===== src/rtl/key_bounce_gen.sv =====
`default_nettype none
// ============================================================================
// Module      : key_bounce_gen
// Description : Turns a one-cycle press request into an active-low mechanical
//               key waveform: bouncing fall, stable hold, bouncing rise.
//               Bounce segment lengths come from a 16-bit Galois LFSR.
// Revision    : 1.0 - initial release
// ============================================================================
module key_bounce_gen #(
  parameter int          CLK_FREQ_MHZ  = 20,
  parameter int          GLITCH_MAX_NS = 150,
  parameter int          BOUNCE_EDGES  = 4,
  parameter logic [15:0] LFSR_SEED     = 16'hACE1
) (
  input  logic        clk_i,
  input  logic        srst_i,
  input  logic        press_i,
  input  logic [15:0] hold_cycles_i,
  output logic        key_o,
  output logic        busy_o,
  output logic        done_o
);

  localparam int          CLK_TIME_NS    = 1000 / CLK_FREQ_MHZ;
  localparam int          GLITCH_RAW     = GLITCH_MAX_NS / CLK_TIME_NS;
  localparam int          GLITCH_MAX_CYC = (GLITCH_RAW < 1) ? 1 : GLITCH_RAW;
  localparam logic [15:0] SEG_DIV        = 16'(GLITCH_MAX_CYC);
  // Bounce toggles must be even so the line settles at the level of the main edge
  localparam logic [15:0] EDGES_EVEN     = 16'(BOUNCE_EDGES) & 16'hFFFE;
  // An all-zero Galois LFSR never leaves zero, so substitute a non-zero seed
  localparam logic [15:0] SEED_EFF       = (LFSR_SEED == 16'h0000) ? 16'h0001 : LFSR_SEED;
  // Right-shift Galois mask for x^16 + x^14 + x^13 + x^11
  localparam logic [15:0] LFSR_TAPS      = 16'hB400;

  localparam logic [1:0] ST_IDLE           = 2'd0;
  localparam logic [1:0] ST_PRESS_BOUNCE   = 2'd1;
  localparam logic [1:0] ST_HOLD           = 2'd2;
  localparam logic [1:0] ST_RELEASE_BOUNCE = 2'd3;

  logic [1:0]  state_q,    state_d;
  logic        key_q,      key_d;
  logic        done_q,     done_d;
  logic [15:0] lfsr_q,     lfsr_d;
  logic [15:0] edge_cnt_q, edge_cnt_d;
  logic [15:0] timer_q,    timer_d;
  logic [15:0] hold_q,     hold_d;

  logic [15:0] seg_len;
  logic [15:0] hold_in_eff;

  // LFSR step, random segment length and clamped hold request
  always_comb begin
    lfsr_d      = {1'b0, lfsr_q[15:1]} ^ (lfsr_q[0] ? LFSR_TAPS : 16'h0000);
    seg_len     = (lfsr_q % SEG_DIV) + 16'd1;
    hold_in_eff = (hold_cycles_i == 16'd0) ? 16'd1 : hold_cycles_i;
  end

  // State register: all sequential state with synchronous reset
  always_ff @(posedge clk_i) begin
    if (srst_i) begin
      state_q    <= ST_IDLE;
      key_q      <= 1'b1;
      done_q     <= 1'b0;
      lfsr_q     <= SEED_EFF;
      edge_cnt_q <= 16'd0;
      timer_q    <= 16'd0;
      hold_q     <= 16'd0;
    end else begin
      state_q    <= state_d;
      key_q      <= key_d;
      done_q     <= done_d;
      lfsr_q     <= lfsr_d;
      edge_cnt_q <= edge_cnt_d;
      timer_q    <= timer_d;
      hold_q     <= hold_d;
    end
  end

  // Next-state logic: timer_q counts cycles left in the current segment
  always_comb begin
    state_d    = state_q;
    key_d      = key_q;
    done_d     = 1'b0;
    edge_cnt_d = edge_cnt_q;
    timer_d    = timer_q;
    hold_d     = hold_q;
    case (state_q)
      ST_IDLE: begin
        if (press_i) begin
          hold_d     = hold_in_eff;
          key_d      = 1'b0;
          edge_cnt_d = EDGES_EVEN;
          if (EDGES_EVEN == 16'd0) begin
            state_d = ST_HOLD;
            timer_d = hold_in_eff;
          end else begin
            state_d = ST_PRESS_BOUNCE;
            timer_d = seg_len;
          end
        end
      end
      ST_PRESS_BOUNCE: begin
        if (timer_q == 16'd1) begin
          key_d      = ~key_q;
          edge_cnt_d = edge_cnt_q - 16'd1;
          if (edge_cnt_q == 16'd1) begin
            state_d = ST_HOLD;
            timer_d = hold_q;
          end else begin
            timer_d = seg_len;
          end
        end else begin
          timer_d = timer_q - 16'd1;
        end
      end
      ST_HOLD: begin
        if (timer_q == 16'd1) begin
          key_d      = 1'b1;
          edge_cnt_d = EDGES_EVEN;
          if (EDGES_EVEN == 16'd0) begin
            state_d = ST_IDLE;
            done_d  = 1'b1;
            timer_d = 16'd0;
          end else begin
            state_d = ST_RELEASE_BOUNCE;
            timer_d = seg_len;
          end
        end else begin
          timer_d = timer_q - 16'd1;
        end
      end
      ST_RELEASE_BOUNCE: begin
        if (timer_q == 16'd1) begin
          key_d      = ~key_q;
          edge_cnt_d = edge_cnt_q - 16'd1;
          if (edge_cnt_q == 16'd1) begin
            state_d = ST_IDLE;
            done_d  = 1'b1;
            timer_d = 16'd0;
          end else begin
            timer_d = seg_len;
          end
        end else begin
          timer_d = timer_q - 16'd1;
        end
      end
      default: begin
        state_d = ST_IDLE;
        key_d   = 1'b1;
      end
    endcase
  end

  // Outputs come straight from registers
  always_comb begin
    key_o  = key_q;
    busy_o = (state_q != ST_IDLE);
    done_o = done_q;
  end

endmodule
`default_nettype wire

===== config.mk =====
export PLATFORM = sky130hd
export DESIGN_NAME = key_bounce_gen
export DESIGN_NICKNAME = d
export VERILOG_FILES = /design/src/rtl/key_bounce_gen.sv
export SDC_FILE = /design/constraint.sdc
export NUM_CORES = 1
export LEC_CHECK = 0
export ABC_AREA = 1
export BUFFER_PORTS_ARGS = -buffer_cell sky130_fd_sc_hd__buf_2
export CORE_MARGIN = 4
export CORE_UTILIZATION = 38
export DETAILED_ROUTE_END_ITERATION = 7
export GPL_ROUTABILITY_DRIVEN = 1
export PLACE_DENSITY = 0.54
export SYNTH_ARGS = -nofsm -noshare
export SYNTH_HDL_FRONTEND = slang
export SYNTH_SLANG_ARGS = --single-unit

===== constraint.sdc =====
create_clock -name clk_i -period 7.2 [get_ports clk_i]
set_input_delay 1.08 -clock clk_i [delete_from_list [all_inputs] [get_ports clk_i]]
set_output_delay 1.08 -clock clk_i [all_outputs]
set_load 0.005 [all_outputs]

# Yosys cells after proc, flatten, opt, wreduce, memory -nomap -nowiden
# Index checks and enable logic that the tools add are counted.
# op_classes
bitwise_logic	4
n_reduce_logical	8
n_eq_ne	12
div	1
n_addsub	3
mux	25
# ops
cell	n
16-bit two-way mux	11
16-bit one-hot mux with 4 select lines	1
16-bit one-hot mux with 3 select lines	1
16-bit by 1-bit equality test with 1-bit output (second input constant)	2
16-bit by 1-bit subtractor with 16-bit output (second input constant)	2
16-bit by 1-bit adder with 16-bit output (second input constant)	1
16-bit logical NOT	1
16-bit by 2-bit modulo with 16-bit output (second input constant)	1
15-bit by 16-bit XOR with 16-bit output	1
2-bit two-way mux	6
2-bit inequality test (second input constant)	6
2-bit one-hot mux with 4 select lines	1
6-bit AND reduction	1
2-bit equality test (second input constant)	2
1-bit two-way mux	4
1-bit inverter	3
1-bit one-hot mux with 3 select lines	1
3-bit AND reduction	1
3-bit OR reduction	1
2-bit by 1-bit equality test with 1-bit output (second input constant)	1
2-bit logical NOT	1
2-bit by 1-bit inequality test with 1-bit output (second input constant)	1
2-bit AND reduction	1
2-bit nonzero test	1
2-bit OR reduction	1
# totals
reg_bits	68
out_inout_bits	3
inputBits	19

# Longest topological paths before layout
# logic_depth
ltp_word	5
ltp_mapped	51
depth_no_buf	51

# Least setup slack after synthesis
# No wires, ideal clock.
# synth_path
path_kind	register to register
startpoint	reg lfsr_q[15]
endpoint	reg timer_q[1]
t_required_ns	7.105
path_buffers	0
path_slack_ns	2.132
period_less_slack_ns	5.068
stages_incl_launch_ff	42
t_arrival_ns	4.973
cell_sequence	dfxtp_1 > inv_1 > nand3_1 > nand2_1 > nand2_2 > nand2_2 > nand3_2 > nand2_1 > inv_2 > o21ai_2 > nand2_1 > o21ai_1 > nand2_1 > o21ai_1 > nand2_1 > o21ai_1 > nand2_1 > o21ai_1 > [6 not listed] > nand3_2 > nand2_1 > nand2_1 > nand2_1 > inv_1 > ha_1 > a21oi_4 > nand3_1 > and2_1 > ha_1 > inv_1 > nand4_4 > xor2_1 > inv_1 > ha_1 > a21oi_1 > a221o_1 > a221oi_1
# synth_via
elab_chain_cells	5
elab_cells_between_ends	9
# synth_rtl
item	line	text
start: declaration	43	logic [15:0] lfsr_q, lfsr_d;
start signal: assignment	72	lfsr_q <= lfsr_d;
16-bit by 2-bit modulo with 16-bit output (*)	54	seg_len = (lfsr_q % SEG_DIV) + 16'd1;
16-bit by 1-bit adder with 16-bit output (*)	54	
16-bit two-way mux (on tied branches)	136, 106	
16-bit two-way mux (on tied branches)	133, 103	
16-bit one-hot mux with 4 select lines (*)	87	case (state_q)
end signal: assignment	74	timer_q <= timer_d;
end: declaration	45	logic [15:0] timer_q, timer_d;
# Every way passes the cells marked *; elsewhere a longest branch is shown, timed or not. The select of a mux whose other input is x is not followed.
# A chain may end at the register's enable or synchronous reset.

# Final worst setup path
# Same ends and word-level chain as after synthesis.

==> summary.txt <==
Run status
  – Outcome: finished clean

STA
  – F_max: 0.174 GHz
  – RSZ-0062 raised after global routing: no
  – Final setup violation count: 0
  – Final worst path period share: 80.0%
  – Worst slew margin: 34.2%
  – Setup slack after layout: 1.44 ns
  – Max Transition Viols Final: 0
  – Slew at the pin closest to its max-slew limit: 0.978 ns
  – Setup TNS: 0 ns
  – Tmin final: 5.76 ns
  – Max Clock Skew: 0.00643 ns
  – WHS: 0.467 ns
  – Fin. Hold Viols: 0

Layout
  – Layout cell share with drive strength beyond 1: 11.6%
  – Final nets: 687
  – Commonest cells after routing, fill and taps aside: 165 x nand2_1, 68 x dfxtp_1, 67 x inv_1, 53 x nor2_1, 50 x nand3_1
  – Syn-to-layout area delta: 10.2%
  – Most common cell after layout, fill and taps aside: nand2_1
  – Antenna Cells: 0
  – Filler cells: 1120
  – Finished Layout Cells: 801

Die
  – Die Span Y: 113 um
  – Std cell rows: 38
  – Die Wd: 113 um
  – Die area: 12800 um^2
  – Core area: 10800 um^2
  – I/O pins: 22
  – Initial Util: 38.8%

Place
  – Buffers on Ports: 21
  – Placed cell count: 785
  – Setup Slack @ Placement: 1.55 ns
  – Detail Placement HPWL: 7750 um
  – Routability cong.: 0.888

Synthesis
  – Synthesized area: 4190 um^2
  – Mean Syn Cell Area: 6.57 um^2
  – Syn nets: 669
  – Async set or reset register ratio after synthesis: 0%
  – Top FF cell, synth: dfxtp_1
  – Syn Inst Count: 638
  – Post-synth EDFFs: 0
  – Distinct cells, synth: 39
  – Yosys reg bits: 68
  – YS warnings: 0
  – Register area share after synthesis: 32.5%

Worst setup path
  – CP Max Fanout: 7
  – Slowest stage cell, crit path: dfxtp_1
  – Setup CP Type: reg -> reg
  – CP most frequent cell: nand2_1
  – CP peak stage delay: 0.32 ns
  – Worst setup EP type: register
  – CP arrival: 6.02 ns
  – Worst path bufs/invs: 5
  – CP required: 7.46 ns
  – Top Family by Delay on Critical Path: simple AND/OR/NAND/NOR gates
  – Startpoint Class: register

Detailed routing
  – Drt wl/cell: 13.1 um
  – DRT Wirelength: 10500 um
  – Via density: 5.22
  – First DRT Iteration DRCs: 198
  – DR DRC count: 0
  – DR pass1 iterations: 5
  – Vias: 4179
  – Post-route antenna net violation count: 0

Clock network
  – Clk pin slew, worst setup/hold paths: 0.08 ns
  – Number of buffers created by CTS: 9
  – Root Buffer: clkbuf_8
  – Post-CTS sizing: 0
  – CTS H-tree depth: 3
  – Clock tree sinks: 68
  – Clk_lat worst skew: 0.36 ns
  – Post-CTS setup buffers: 0
  – # hold bufs at CTS: 0
  – CTS tree: done
  – Clock Path Buffers: 2

GRT
  – First-pass GRT wire length: 17500 um
  – Grt ovf: 0
  – GRT Util Overall: 16.7%
  – Largest net degree at the start of global routing: 31
  – Antenna violations before repair: 0
  – Vias in the first global route: 3956

Power
  – Pleak: 2.08 nW
  – Pwr Density: 448 nW/um^2
  – Maximum vdd ir drop: 0.000237 V
  – Total power: 2.07 mW

Min path
  – Hold Crit Class: reg -> reg

Flow run
  – Number of max-cap violations: 0
-- final timing paths --
kind,start,to,slack (ns),depth (start not counted)
worst max register to register,lfsr_q[15],timer_q[1],1.44,43
worst min-delay path,hold_q[7],hold_q[7],0.47,2
worst max-delay path,lfsr_q[15],timer_q[1],1.44,43
worst min register to register,hold_q[7],hold_q[7],0.47,2
-- state kept, by name, summed over array words and instances (netlist names) --
signal	cells
key_o	1
state_q	2
hold_q	16
timer_q	16
done_o	1
edge_cnt_q	16
lfsr_q	16
-- cell usage after synthesis (2+ instances only) --
library cell,instances,area (um^2)
nand3_1,50,250
nor4_1,8,50.1
o21bai_1,3,22.5
nand3_2,13,130
clkbuf_1,16,60.1
dfxtp_1,68,1360
o21ai_2,4,35.0
nand3b_1,2,15.0
a31oi_1,10,62.6
o21ai_0,47,235
or2_2,2,12.5
nor3_1,10,50.1
xnor2_1,4,35.0
nand2_2,6,37.5
inv_2,6,22.5
a221oi_1,2,17.5
o21ai_1,9,45.0
a21oi_1,46,230
clkinv_1,2,7.51
ha_1,12,150
inv_1,67,251
nor2_1,53,199
o211ai_1,2,15.0
nand4_1,8,50.1
nand2_1,165,619
o221ai_1,3,26.3
xor2_1,5,43.8
nand2_4,2,22.5
a211oi_1,3,22.5
-- layer usage --
layer	wire [um]	global-route usage, %	vias to the layer above
met2	4930	28.0	61
met4	280	8.97	0
met3	324	3.16	19
met1	4960	20.1	1939
met5	0	0	-
li1	-	-	2160
-- cell families after synthesis --
kind of cell | share of synthesized area, %
flip-flops | 32.5
AO/OA/AOI/OAI | 18.4
XOR/XNOR | 1.88
buffers and inverters | 8.15
adder cells (fa/ha/maj) | 3.58
AND/OR/NAND/NOR | 35.5
-- area by class of cell --
cell class	instances	area, um^2	area share, %
multi-input cells	479	2490	53.9
well taps	140	175	3.79
flip-flops and latches	68	1360	29.5
clock inverters	6	65.1	1.41
clock buffers	10	128	2.76
repair buffers	23	120	2.60
inverters	75	282	6.10
-- worst reg2reg max path: cells and delay by family, from the launching register on --
family / cells / cell delay (ns)
AO/OA/AOI/OAI: 9 / 1.42
XOR/XNOR: 1 / 0.22
adder cells (fa/ha/maj): 3 / 0.74
buffers and inverters: 5 / 0.41
flip-flops: 1 / 0.32
AND/OR/NAND/NOR: 25 / 2.54
-- per-stage QoR --
| step | util, % | instance area [um^2] |
|---|---|---|
| floorplan | - | 4190 |
| global placement | 41.0 | 4430 |
| detailed placement | 41.0 | 4430 |
| CTS | 42.8 | 4620 |
| global route | 42.8 | 4620 |
| finish | 42.8 | 4620 |
-- power by group --
part	total [mW]	switching, mW	leakage [nW]	internal, mW
registers	0.579	0.0940	0.561	0.485
logic	1.17	0.781	1.44	0.392
clock network	0.318	0.158	0.0845	0.159
Power figures use the tool's default switching activity.
